`src/rtl/plru_if.sv`:
```
// Request/response bundle for the tree-PLRU replacement array.
// req_vmask exists only when PLRU_INVALID_FIRST_EN is defined.
interface plru_if #(
   parameter int ASSOC    = 8,
   parameter int NUM_SETS = 64
);
   localparam int WW = $clog2(ASSOC);
   localparam int SW = $clog2(NUM_SETS);

   logic              req_valid;
   logic              req_ready;
   logic [1:0]        req_op;
   logic [SW-1:0]     req_set;
   logic [WW-1:0]     req_way;
`ifdef PLRU_INVALID_FIRST_EN
   logic [ASSOC-1:0]  req_vmask;
`endif
   logic              resp_valid;
   logic [WW-1:0]     resp_way;
   logic [ASSOC-2:0]  resp_lru;

   modport master (
`ifdef PLRU_INVALID_FIRST_EN
      output req_vmask,
`endif
      output req_valid, req_op, req_set, req_way,
      input  req_ready, resp_valid, resp_way, resp_lru
   );

   modport slave (
`ifdef PLRU_INVALID_FIRST_EN
      input  req_vmask,
`endif
      input  req_valid, req_op, req_set, req_way,
      output req_ready, resp_valid, resp_way, resp_lru
   );
endinterface

```
`src/rtl/plru_array.sv`:
```
// Per-set tree-PLRU state with a 2-stage touch/alloc/peek pipeline.
// Optional PLRU_INVALID_FIRST_EN: ALLOC/PEEK prefer the lowest invalid way.
//
// state | meaning
// INIT  | zeroing one set per cycle, req_ready low
// READY | accepting one request per cycle
module plru_array #(
   parameter int ASSOC    = 8,
   parameter int NUM_SETS = 64
) (
   input  logic   clk,
   input  logic   rst,
   plru_if.slave  bus
);
   localparam int WW = $clog2(ASSOC);
   localparam int SW = $clog2(NUM_SETS);
   localparam int LW = ASSOC - 1;
   localparam logic [1:0] OP_NOP   = 2'b00;
   localparam logic [1:0] OP_TOUCH = 2'b01;
   localparam logic [1:0] OP_PEEK  = 2'b11;

   typedef enum logic {INIT, READY} state_t;

   state_t         state, state_nx;
   logic [SW-1:0]  cnt, cnt_nx;
   logic           ready, init_we;

   logic [LW-1:0]  mem [NUM_SETS];

   logic           s1_valid;
   logic [1:0]     s1_op;
   logic [SW-1:0]  s1_set;
   logic [WW-1:0]  s1_way;
   logic [LW-1:0]  s1_lru;
`ifdef PLRU_INVALID_FIRST_EN
   logic [ASSOC-1:0] s1_vmask;
`endif

   logic [WW-1:0]  tree_vic, sel_way;
   logic [LW-1:0]  new_lru, lru_sh;
   logic           wr_en, accept, fwd, b;
   int             node;

   always_ff @(posedge clk) begin
      if (rst) begin
         state <= INIT;
         cnt   <= '0;
      end else begin
         state <= state_nx;
         cnt   <= cnt_nx;
      end
   end

   always_comb begin
      state_nx = state;
      cnt_nx   = cnt;
      ready    = 1'b0;
      init_we  = 1'b0;
      case (state)
         INIT: begin
            init_we = 1'b1;
            if (cnt == SW'(NUM_SETS - 1)) state_nx = READY;
            else                          cnt_nx   = cnt + 1'b1;
         end
         READY: ready = 1'b1;
         default: state_nx = INIT;
      endcase
   end

   assign bus.req_ready = ready & ~rst;
   assign accept        = bus.req_valid & ready;
   assign wr_en         = s1_valid && (s1_op != OP_PEEK);
   assign fwd           = wr_en && (s1_set == bus.req_set);

   // S2 compute: tree victim walk, optional invalid-way override, then touch walk
   always_comb begin
      node     = 0;
      tree_vic = '0;
      lru_sh   = '0;
      b        = 1'b0;
      for (int l = 0; l < WW; l++) begin
         lru_sh            = s1_lru >> node;
         b                 = ~lru_sh[0];
         tree_vic[WW-1-l]  = b;
         node              = b ? (2 * node + 2) : (2 * node + 1);
      end

      sel_way = tree_vic;
`ifdef PLRU_INVALID_FIRST_EN
      for (int i = ASSOC - 1; i >= 0; i--)
         if (!s1_vmask[i]) sel_way = WW'(i);
`endif
      if (s1_op == OP_TOUCH) sel_way = s1_way;

      new_lru = s1_lru;
      if (s1_op != OP_PEEK) begin
         node = 0;
         for (int l = 0; l < WW; l++) begin
            b       = sel_way[WW-1-l];
            new_lru = (new_lru & ~(LW'(1) << node)) | (LW'(b) << node);
            node    = b ? (2 * node + 2) : (2 * node + 1);
         end
      end
   end

   always_ff @(posedge clk) begin
      if (!rst) begin
         if (init_we)    mem[cnt]    <= '0;
         else if (wr_en) mem[s1_set] <= new_lru;
      end
   end

   // S1: register request; same-set write in S2 this cycle is forwarded
   always_ff @(posedge clk) begin
      if (rst) s1_valid <= 1'b0;
      else     s1_valid <= accept && (bus.req_op != OP_NOP);
      if (accept) begin
         s1_op  <= bus.req_op;
         s1_set <= bus.req_set;
         s1_way <= bus.req_way;
         s1_lru <= fwd ? new_lru : mem[bus.req_set];
`ifdef PLRU_INVALID_FIRST_EN
         s1_vmask <= bus.req_vmask;
`endif
      end
   end

   always_ff @(posedge clk) begin
      if (rst) begin
         bus.resp_valid <= 1'b0;
         bus.resp_way   <= '0;
         bus.resp_lru   <= '0;
      end else begin
         bus.resp_valid <= s1_valid;
         if (s1_valid) begin
            bus.resp_way <= sel_way;
            bus.resp_lru <= new_lru;
         end
      end
   end
endmodule

```
`src/flat_wrapper.sv`:
```
// flat-port wrapper written by rule: the top's interface ports become plain ports
module plru_array_flat 
#(
   parameter int ASSOC    = 8,
   parameter int NUM_SETS = 64
)
  (clk, rst, bus_req_valid, bus_req_op, bus_req_set, bus_req_way, bus_req_ready, bus_resp_valid, bus_resp_way, bus_resp_lru);
  plru_if #(.ASSOC(ASSOC), .NUM_SETS(NUM_SETS)) bus_i ();
  input  logic clk;
  input  logic rst;
  input wire logic [$bits(bus_i.req_valid)-1:0] bus_req_valid;
  input wire logic [$bits(bus_i.req_op)-1:0] bus_req_op;
  input wire logic [$bits(bus_i.req_set)-1:0] bus_req_set;
  input wire logic [$bits(bus_i.req_way)-1:0] bus_req_way;
  output wire logic [$bits(bus_i.req_ready)-1:0] bus_req_ready;
  output wire logic [$bits(bus_i.resp_valid)-1:0] bus_resp_valid;
  output wire logic [$bits(bus_i.resp_way)-1:0] bus_resp_way;
  output wire logic [$bits(bus_i.resp_lru)-1:0] bus_resp_lru;
  assign bus_i.req_valid = bus_req_valid;
  assign bus_i.req_op = bus_req_op;
  assign bus_i.req_set = bus_req_set;
  assign bus_i.req_way = bus_req_way;
  assign bus_req_ready = bus_i.req_ready;
  assign bus_resp_valid = bus_i.resp_valid;
  assign bus_resp_way = bus_i.resp_way;
  assign bus_resp_lru = bus_i.resp_lru;
  plru_array #(.ASSOC(ASSOC), .NUM_SETS(NUM_SETS)) u_core (.clk(clk), .rst(rst), .bus(bus_i));
endmodule
```
`config.mk`:
```
export PLATFORM = sky130hd
export DESIGN_NAME = plru_array_flat
export DESIGN_NICKNAME = d
export VERILOG_FILES = /design/src/rtl/plru_if.sv /design/src/rtl/plru_array.sv /design/src/flat_wrapper.sv
export SDC_FILE = /design/constraint.sdc
export NUM_CORES = 1
export LEC_CHECK = 0
export ABC_AREA = 1
export CAP_MARGIN = 20
export CORE_UTILIZATION = 65
export DETAILED_ROUTE_END_ITERATION = 10
export DONT_BUFFER_PORTS = 1
export GPL_TIMING_DRIVEN = 0
export PLACE_DENSITY_LB_ADDON = 0.05
export SYNTH_ARGS = -nofsm -noshare
export SYNTH_HDL_FRONTEND = slang
export SYNTH_SLANG_ARGS = --single-unit
```
`constraint.sdc`:
```
create_clock -name clk -period 7.66 [get_ports clk]
set_input_delay 1.532 -clock clk [delete_from_list [all_inputs] [get_ports clk]]
set_output_delay 1.532 -clock clk [all_outputs]
set_load 0.01 [all_outputs]
```
==> results.sh <==
export IMPL_yosys_top_cells_count="nand2_1 (604), edfxtp_1 (466), nand3_1 (391), nor2_1 (80), clkbuf_1 (68)"
export IMPL_path_delay_family="simple AND/OR/NAND/NOR gates"
export IMPL_fp_dieH_um=178
export IMPL_grt_max_degree=41
export IMPL_path_max_fanout=10
export IMPL_track_usage_pct=41.2
export IMPL_synth_compound_area_share_pct=1.60
export IMPL_cp_required_ps=7840
export IMPL_htreeDepth=2
export IMPL_ant_nets=0
export IMPL_setup_viol=0
export IMPL_worst_path_largest_cell_delay_ps=1090
export IMPL_cts_root_buf="clkbuf_16"
export IMPL_synthAdderAreaFrac_pct=0.497
export IMPL_gr_total_overflow=0
export IMPL_outcome="completed"
export IMPL_cp_end_kind="flip-flop"
export IMPL_slew_headroom_pct=23.2
export IMPL_placed_cells=2226
export IMPL_crit_chain="buf_2 > nor2_1 > nand2_1 > buf_2 > o21ai_1 > nand4_1 > nor2_1"
export IMPL_path_class="input port to flip-flop"
export IMPL_via_count=15123
export IMPL_fp_coreArea_um2=30500
export IMPL_place_port_buffers=0
export IMPL_area_growth_pct=11.9
export IMPL_rsz0062_at_grt="false"
export IMPL_fin_cells=2316
export IMPL_ir_worst_vdd_v=0.000269
export IMPL_regToRegSetupSlack_ps=3730
export IMPL_yosys_area_top_type="edfxtp_1"
export IMPL_synth_nets=1836
export IMPL_final_net_count=1902
export IMPL_dp_hpwl_mm=42.8
export IMPL_synth_xor_area_share_pct=0.217
export IMPL_drc_errors=0
export IMPL_antenna_found_initial=1
export IMPL_muxShareOfSynthArea_pct=0
export IMPL_fillCellCount=2087
export IMPL_critPathBufInv=2
export IMPL_tightestPinTransition_ps=1150
export IMPL_wl_per_cell_um=27.4
export IMPL_slowest_stage="nor2_1"
export IMPL_clock_skew_ps=17.2
export IMPL_firstDrtPassIters=6
export IMPL_leakage_uw=0.00873
export IMPL_fin_crit_ps=4500
export IMPL_yosysWarnings=0
export IMPL_slew_violations=0
export IMPL_synth_ff_type="edfxtp_1"
export IMPL_dieWidth_um=178
export IMPL_synth_area_leaders="edfxtp_1 (69%), nand2_1 (11%), nand3_1 (9.7%), dfxtp_1 (1.9%), nor2_1 (1.5%)"
export IMPL_fin_tns_setup_ps=0
export IMPL_ys_types=24
export IMPL_worstSetupStartpointType="input port"
export IMPL_fp_dieArea_um2=31700
export IMPL_cp_data_arrival_time_ps=4680
export IMPL_cts_max_path_buffers=3
export IMPL_cts_buffers=48
export IMPL_clkTransAtPathRegs_ps=60
export IMPL_io_pins=26
export IMPL_yosysTopAreaCellShare_pct=69.4
export IMPL_layout_drive_gt1_share_pct=6.67
export IMPL_worstHoldPathType="flip-flop to flip-flop"
export IMPL_report_final_hold_viol_count=0
export IMPL_max_cap_violations=0
export IMPL_ctsResizeCount=0
export IMPL_place_ws_ps=2810
export IMPL_p_total_uw=5500
export IMPL_yosysMostFrequentCell="nand2_1"
export IMPL_start_util_pct=66.1
export IMPL_cts_hold_buf=0
export IMPL_routed_wl_mm=63.5
export IMPL_ys_ff_latch=485
export IMPL_synth_area_per_cell_um2=11.1
export IMPL_synth_area_um2=20200
export IMPL_synth_edf_count=466
export IMPL_fmax_ghz=0.222
export IMPL_vias_per_cell=6.53
export IMPL_fin_util_pct=73.9
export IMPL_clkSinkCount=485
export IMPL_synth_top_family_by_area="simple AND/OR/NAND/NOR gates"
export IMPL_power_density_nw_per_um2=244
export IMPL_fin_ws_ps=3160
export IMPL_yosys_area_share_simple_pct=23.4
export IMPL_first_global_vias=14035
export IMPL_yosysSeqAreaShare_pct=71.3
export IMPL_postCtsSetupRepairBufs=0
export IMPL_drtIter0Drc=2635
export IMPL_row_count=64
export IMPL_clk_latency_ps=570
export IMPL_cts_tree="done"
export IMPL_gp_congestion=1.05
export IMPL_synthCells=1814
export IMPL_grt_pass1_wl_mm=90.1
export IMPL_ys_async_sr_fraction_pct=0
export IMPL_fin_crit_sh_pct=58.7
==> layout make-up <==
class	instances	area (µm²)	area share, %
diodes	1	2.50	0.0111
plain buffers	102	403	1.79
clock buffers	59	1260	5.60
clock inverters	30	275	1.22
inverters	51	191	0.849
multi-input cells	1176	5300	23.5
flip-flops and latches	485	14400	63.7
well taps	396	495	2.20
repair buffers	16	248	1.10
==> final timing paths <==
kind | end | cells after the start | startpoint
setup reg to reg | u_core.mem[48][1] | 8 | u_core.s1_op[0]
hold reg to reg | u_core.cnt[5] | 2 | u_core.cnt[5]
hold / removal | u_core.cnt[5] | 2 | u_core.cnt[5]
setup / recovery | u_core.mem[48][1] | 7 | rst
==> worst reg2reg max path, stage by stage, from the launching register on <==
cell and delay, ps:
edfxtp_1 380, nand2_1 230, inv_2 100, nor2_1 160, nand2_1 80, buf_2 270
o21ai_1 530, nand4_1 710, nor2_1 1090
==> state kept, by name, summed over array words and instances, names as in the netlist, 2 cells and up <==
signal,flops
u_core.s1_set,6
u_core.s1_op,2
u_core.bus.resp_way,3
u_core.bus.resp_lru,7
u_core.mem,448
u_core.s1_lru,7
u_core.s1_way,3
u_core.cnt,6
==> stage by stage <==
step                      instance area (µm²)  hold WS (ps)
after floorplan                         20200           456
after global routing                    22600           529
after CTS                               22600           498
final                                   22600           501
after global placement                  20600           482
after detailed placement                21000           488
==> cells in the final DEF, fill, tap and decap left out, types with 2 or more instances in the layout <==
cell | Yosys | layout
nor4_2 | 0 | 8
nor2_4 | 0 | 4
nor2_1 | 80 | 76
clkbuf_16 | 0 | 49
o211ai_1 | 9 | 9
buf_4 | 0 | 7
bufinv_16 | 0 | 5
buf_2 | 16 | 16
nand2_1 | 604 | 604
edfxtp_1 | 466 | 466
nand3_1 | 391 | 391
o21ai_2 | 4 | 4
inv_2 | 7 | 7
nand3b_1 | 2 | 2
buf_1 | 18 | 18
or2_2 | 3 | 3
a21oi_1 | 21 | 18
o21ai_1 | 5 | 5
clkinv_2 | 0 | 9
o21ai_0 | 18 | 18
xor2_1 | 5 | 5
buf_12 | 0 | 7
clkinv_1 | 0 | 14
clkbuf_1 | 68 | 78
ha_1 | 8 | 8
inv_1 | 44 | 44
nor3_1 | 4 | 4
a21oi_4 | 0 | 3
nand4_1 | 12 | 12
buf_16 | 0 | 2
dfxtp_1 | 19 | 19
==> logic make-up (layout without fill, tap and decap cells) <==
kind of cell,after synthesis,in the layout
AND/OR/NAND/NOR,1106,1106
buffers and inverters,153,258
AO/OA/AOI/OAI,57,57
XOR/XNOR,5,5
other,0,1
adder cells (fa/ha/maj),8,8
flip-flops,485,485
==> report_power, final <==
part           internal (µW)  leakage, µW  switching (µW)
clock network           1340     0.000753             991
logic                   59.8      0.00253             234
registers               2870      0.00544            1.98
total                   4270      0.00873            1230
==> per-layer routing <==
layer | vias to the layer above | routed length, µm | GRT usage [%]
li1 | 6487 | - | -
met1 | 7117 | 22100 | 54.0
met5 | - | 91 | 1.76
met3 | 298 | 9520 | 13.0
met4 | 4 | 4180 | 22.9
met2 | 1217 | 27500 | 61.1
Note: power is estimated with default switching activity, not from simulation.
